`config.mk`:
```
export PLATFORM = sky130hd
export DESIGN_NAME = sw_enable_debounce
export DESIGN_NICKNAME = d
export VERILOG_FILES = /design/src/rtl/sw_enable_debounce.sv
export SDC_FILE = /design/constraint.sdc
export NUM_CORES = 1
export LEC_CHECK = 0
export CORE_MARGIN = 2
export CORE_UTILIZATION = 45
export CTS_CLUSTER_DIAMETER = 80
export DETAILED_ROUTE_END_ITERATION = 16
export PLACE_DENSITY = 0.67
export SLEW_MARGIN = 40
export SYNTH_ARGS = -nofsm -noshare
export SYNTH_HDL_FRONTEND = slang
export SYNTH_SLANG_ARGS = --single-unit
```
`constraint.sdc`:
```
create_clock -name sysclk -period 4.74 [get_ports sysclk]
set_input_delay 0.711 -clock sysclk [delete_from_list [all_inputs] [get_ports sysclk]]
set_output_delay 0.711 -clock sysclk [all_outputs]
set_load 0.03 [all_outputs]
```
`src/rtl/sw_enable_debounce.sv`:
```
// Switch synchronizer and debouncer feeding the breathing-LED enable.
// Emits a clean level, one-cycle press/release strobes and a toggle or level enable.
module sw_enable_debounce #(
  parameter int unsigned DB_CYCLES   = 250000,
  parameter int unsigned CNT_W       = 18,
  parameter bit          TOGGLE_MODE = 1'b1,
  parameter bit          INIT_EN     = 1'b0
) (
  input  logic sysclk,
  input  logic reset,
  input  logic sw_raw,
  output logic sw_level,
  output logic press,
  output logic sw_release,
  output logic enable
);

  // state      | meaning
  // STABLE_LO  | accepted level 0, input agrees
  // PEND_HI    | accepted level 0, input high, counting toward commit
  // STABLE_HI  | accepted level 1, input agrees
  // PEND_LO    | accepted level 1, input low, counting toward commit
  typedef enum logic [1:0] {
    STABLE_LO = 2'd0,
    PEND_HI   = 2'd1,
    STABLE_HI = 2'd2,
    PEND_LO   = 2'd3
  } state_t;

  localparam logic [CNT_W-1:0] CNT_LAST = CNT_W'(DB_CYCLES - 1);
  localparam logic [CNT_W-1:0] CNT_ONE  = CNT_W'(1);

  state_t           state_q, state_d;
  logic [CNT_W-1:0] cnt_q, cnt_d;
  logic             s1_q, s1_d;
  logic             s2_q, s2_d;
  logic             sw_level_q, sw_level_d;
  logic             press_q, press_d;
  logic             release_q, release_d;
  logic             enable_q, enable_d;
  logic             commit_rise, commit_fall;

  always_comb begin
    s1_d = sw_raw;
    s2_d = s1_q;
  end

  always_comb begin
    state_d     = state_q;
    cnt_d       = cnt_q;
    commit_rise = 1'b0;
    commit_fall = 1'b0;
    case (state_q)
      STABLE_LO: begin
        if (s2_q) begin
          state_d = PEND_HI;
          cnt_d   = CNT_ONE;
        end else begin
          cnt_d = '0;
        end
      end
      PEND_HI: begin
        if (!s2_q) begin
          state_d = STABLE_LO;
          cnt_d   = '0;
        end else if (cnt_q == CNT_LAST) begin
          state_d     = STABLE_HI;
          cnt_d       = '0;
          commit_rise = 1'b1;
        end else begin
          cnt_d = cnt_q + 1'b1;
        end
      end
      STABLE_HI: begin
        if (!s2_q) begin
          state_d = PEND_LO;
          cnt_d   = CNT_ONE;
        end else begin
          cnt_d = '0;
        end
      end
      PEND_LO: begin
        if (s2_q) begin
          state_d = STABLE_HI;
          cnt_d   = '0;
        end else if (cnt_q == CNT_LAST) begin
          state_d     = STABLE_LO;
          cnt_d       = '0;
          commit_fall = 1'b1;
        end else begin
          cnt_d = cnt_q + 1'b1;
        end
      end
      default: begin
        state_d = STABLE_LO;
        cnt_d   = '0;
      end
    endcase
  end

  // Outputs are derived from the next state so they land on the commit edge.
  always_comb begin
    sw_level_d = (state_d == STABLE_HI) || (state_d == PEND_LO);
    press_d    = commit_rise;
    release_d  = commit_fall;
    enable_d   = enable_q;
    if (TOGGLE_MODE) begin
      if (commit_rise) enable_d = ~enable_q;
    end else begin
      if (commit_rise || commit_fall) enable_d = sw_level_d;
    end
  end

  always_ff @(posedge sysclk) begin
    if (reset) begin
      state_q    <= STABLE_LO;
      cnt_q      <= '0;
      s1_q       <= 1'b0;
      s2_q       <= 1'b0;
      sw_level_q <= 1'b0;
      press_q    <= 1'b0;
      release_q  <= 1'b0;
      enable_q   <= INIT_EN;
    end else begin
      state_q    <= state_d;
      cnt_q      <= cnt_d;
      s1_q       <= s1_d;
      s2_q       <= s2_d;
      sw_level_q <= sw_level_d;
      press_q    <= press_d;
      release_q  <= release_d;
      enable_q   <= enable_d;
    end
  end

  assign sw_level   = sw_level_q;
  assign press      = press_q;
  assign sw_release = release_q;
  assign enable     = enable_q;

endmodule

```
==> results.py <==
metrics = {
    "placed_design": {
        "portBuffers": 6,
        "place_congestion": 0.765,
        "placed_cells": 155,
        "hpwl_um": 1400,
    },
    "clocking": {
        "cts.sinks": 25,
        "htreeDepth": 1,
        "ctsHoldBuffers": 0,
        "cts_buffer_depth": 2,
        "cts_setup_buffers": 0,
        "clock-root-buffer": "clkbuf_4",
        "clk_pin_slew_ps": 130,
        "clk_latency_ps": 320,
        "cts_tree": "done",
        "ctsResizeCount": 0,
        "cts_buffers": 3,
    },
    "yosys": {
        "ys_warn_count": 0,
        "syn_inst": 121,
        "synth_top_family_by_area": "simple AND/OR/NAND/NOR gates",
        "muxShareOfSynthArea": 0.0187,
        "syn-num-nets": 125,
        "synth-simple-area-share": 0.331,
        "ys_ff_latch": 25,
        "synth_compound_area_frac": 0.0549,
        "syn_area_um2": 1140,
        "ys_seq_area_frac": 0.440,
        "avgSynthCellArea_um2": 9.41,
        "synth_xor_area_frac": 0.115,
        "ys_types": 32,
        "synth-adder-area-share": 0.0110,
    },
    "power_and_ir_drop": {
        "p_per_area_nw_per_um2": 251,
        "p_leak_nw": 0.369,
        "ir_drop_uv": 204,
    },
    "layout": {
        "post-route-util": 0.513,
        "syn_to_final_growth_pct": 9.67,
        "nFillCells": 228,
        "stdcell_count": 159,
        "drive_gt1_frac": 0.0930,
        "nNetsFinal": 134,
        "most-common-layout-cells": "25 x dfxtp_1, 21 x nor2_1, 13 x xnor2_1",
        "final_common_cell": "dfxtp_1",
        "diodes": 0,
    },
    "timing": {
        "finalSetupViolCount": 0,
        "fmax_ghz": 0.474,
        "slew_headroom": 0.529,
        "finClkSkew_ps": 2.02,
        "rsz0062_at_grt": "no",
        "slew_viol_final": 0,
        "period_needed_ps": 2110,
        "finalSetupTns_ps": 0,
        "hold_viol": 0,
        "timing.final.crit_share": 0.445,
        "tightest_slew_ps": 705,
    },
    "setup_path": {
        "worstPathBufferInverterCount": 1,
        "crit_chain": "clkdlybuf4s50_1",
        "cp_max_fo": 4,
        "crit_family": "buffers and inverters",
        "crit_path_top_delay_cell": "clkdlybuf4s50_1",
        "reg2reg_depth": 4,
        "r2r_end": "cnt_q[6]",
        "start_kind": "register",
        "crit_start": "sw_level",
        "critPathKind": "register to output pin",
        "worstPathArrival_ps": 1400,
        "end_kind": "output pin",
        "slowest_delay_ps": 680,
        "worst_ep_required_time_ps": 4030,
        "cp.depth": 1,
        "crit_end": "sw_level",
        "rr_startpoint": "cnt_q[0]",
        "reg2reg_setup_slack_ps": 2780,
    },
    "flow_run": {
        "max_cap_viol_count": 0,
    },
    "drt": {
        "wire_per_inst_um": 12.1,
        "drtIter0Drc": 7,
        "num_vias": 839,
        "drt-total-wl_um": 1930,
        "drc": 0,
        "dr.pass1.iters": 4,
        "ant_nets": 0,
        "via_per_inst": 5.28,
    },
    "floorplan": {
        "die_w_um": 54.3,
        "die_h_um": 54.3,
        "start_util": 0.468,
        "design.core.area_um2": 2430,
        "ioPinCount": 7,
        "die-area_um2": 2950,
        "placementRows": 18,
    },
    "grt": {
        "first_global_vias": 726,
        "grt_overflow_total": 0,
        "grt_max_degree": 17,
        "grt_use_total": 0.154,
        "grt_first_pass_wirelength_um": 3260,
        "antenna_found_initial": 0,
    },
    "outcome": {
        "outcome": "finished, final reports clean",
    },
    "hold_path": {
        "hold_path.class": "register to register",
    },
}
## through the flow
step / setup slack [ps] / hold slack (ps) / power (mW) / cell area, µm²
6_report: 2630 / 460 / 0.313 / 1250
5_1_grt: 2560 / 474 / 0.328 / 1250
4_1_cts: 2610 / 462 / 0.318 / 1250
3_5_place_dp: 2600 / 429 / 0.222 / 1220
3_3_place_gp: 2680 / 420 / 0.222 / 1220
2_1_floorplan: 3100 / 414 / 0.220 / 1140
## worst min-delay path by stage
stage          startpoint    to  slack (ps)  cells past startpoint
6_report             s1_q  s2_q         460                      1
5_1_grt              s1_q  s2_q         470                      1
4_1_cts              s1_q  s2_q         460                      1
3_5_place_dp         s1_q  s2_q         430                      1
3_3_place_gp         s1_q  s2_q         420                      1
2_1_floorplan        s1_q  s2_q         410                      1
## logic make-up after synthesis
logic type | Yosys count
flip-flops | 25
adder cells (fa/ha/maj) | 1
multiplexers | 2
buffers and inverters | 7
AO/OA/AOI/OAI | 6
XOR/XNOR | 15
AND/OR/NAND/NOR | 65
## worst reg2reg max path, cell delays in order, from the launching register on
cell      delay [ps]
dfxtp_1          440
ha_1             250
nand4_2          300
o311ai_4         740
nor2_1           120
## cell usage after synthesis
cell type / count / area, µm²
xnor2_1: 13 / 114
mux2i_1: 1 / 10.0
o311ai_4: 1 / 26.3
nor4_1: 7 / 43.8
nor2_1: 21 / 78.8
xor2_1: 2 / 17.5
buf_6: 1 / 11.3
nand4_1: 3 / 18.8
nand4b_1: 1 / 8.76
or4_4: 1 / 11.3
or3_4: 1 / 11.3
o31ai_1: 1 / 7.51
and3_1: 2 / 12.5
dfxtp_1: 25 / 500
mux2_2: 1 / 11.3
a21oi_2: 1 / 8.76
nand2b_1: 5 / 31.3
nand2_1: 5 / 18.8
a21o_1: 1 / 7.51
nand3_1: 5 / 25.0
inv_1: 5 / 18.8
or4_1: 1 / 7.51
nor2b_1: 4 / 25.0
nor3b_1: 1 / 7.51
nand3_4: 1 / 17.5
a21oi_1: 1 / 5.00
nor3_1: 5 / 25.0
a211oi_1: 1 / 7.51
clkbuf_1: 1 / 3.75
nand4_4: 1 / 21.3
nand4_2: 1 / 12.5
ha_1: 1 / 12.5
## layout make-up
| type | instances | area, µm² | share of cell area |
|---|---|---|---|
| sequential | 25 | 500 | 0.401 |
| clock inverter | 1 | 5.00 | 0.00401 |
| clock buffer | 3 | 22.5 | 0.0180 |
| inverter | 5 | 18.8 | 0.0150 |
| timing repair buffer | 6 | 60.1 | 0.0481 |
| multi-input combinational | 89 | 604 | 0.484 |
| tap | 30 | 37.5 | 0.0301 |
## registers in the layout, summed over array words and instances (netlist names)
name / flops
cnt_q: 18
enable: 1
press: 1
s1_q: 1
s2_q: 1
state_q: 1
sw_level: 1
sw_release: 1
## report_power, final
group | internal [mW] | switching (mW) | leakage, nW
Clock | 0.0316 | 0.0640 | 0.0177
Combinational | 0.00290 | 0.00247 | 0.149
Sequential | 0.211 | 0.000977 | 0.202
## per-layer routing
| layer | GRT usage | part of all wire |
|---|---|---|
| met1 | 0.194 | 0.48 |
| met2 | 0.247 | 0.48 |
| met3 | 0.0574 | 0.031 |
| met4 | 0.0375 | 0.0068 |
| met5 | 0 | 0 |
Note: power is estimated with default switching activity, not from simulation.
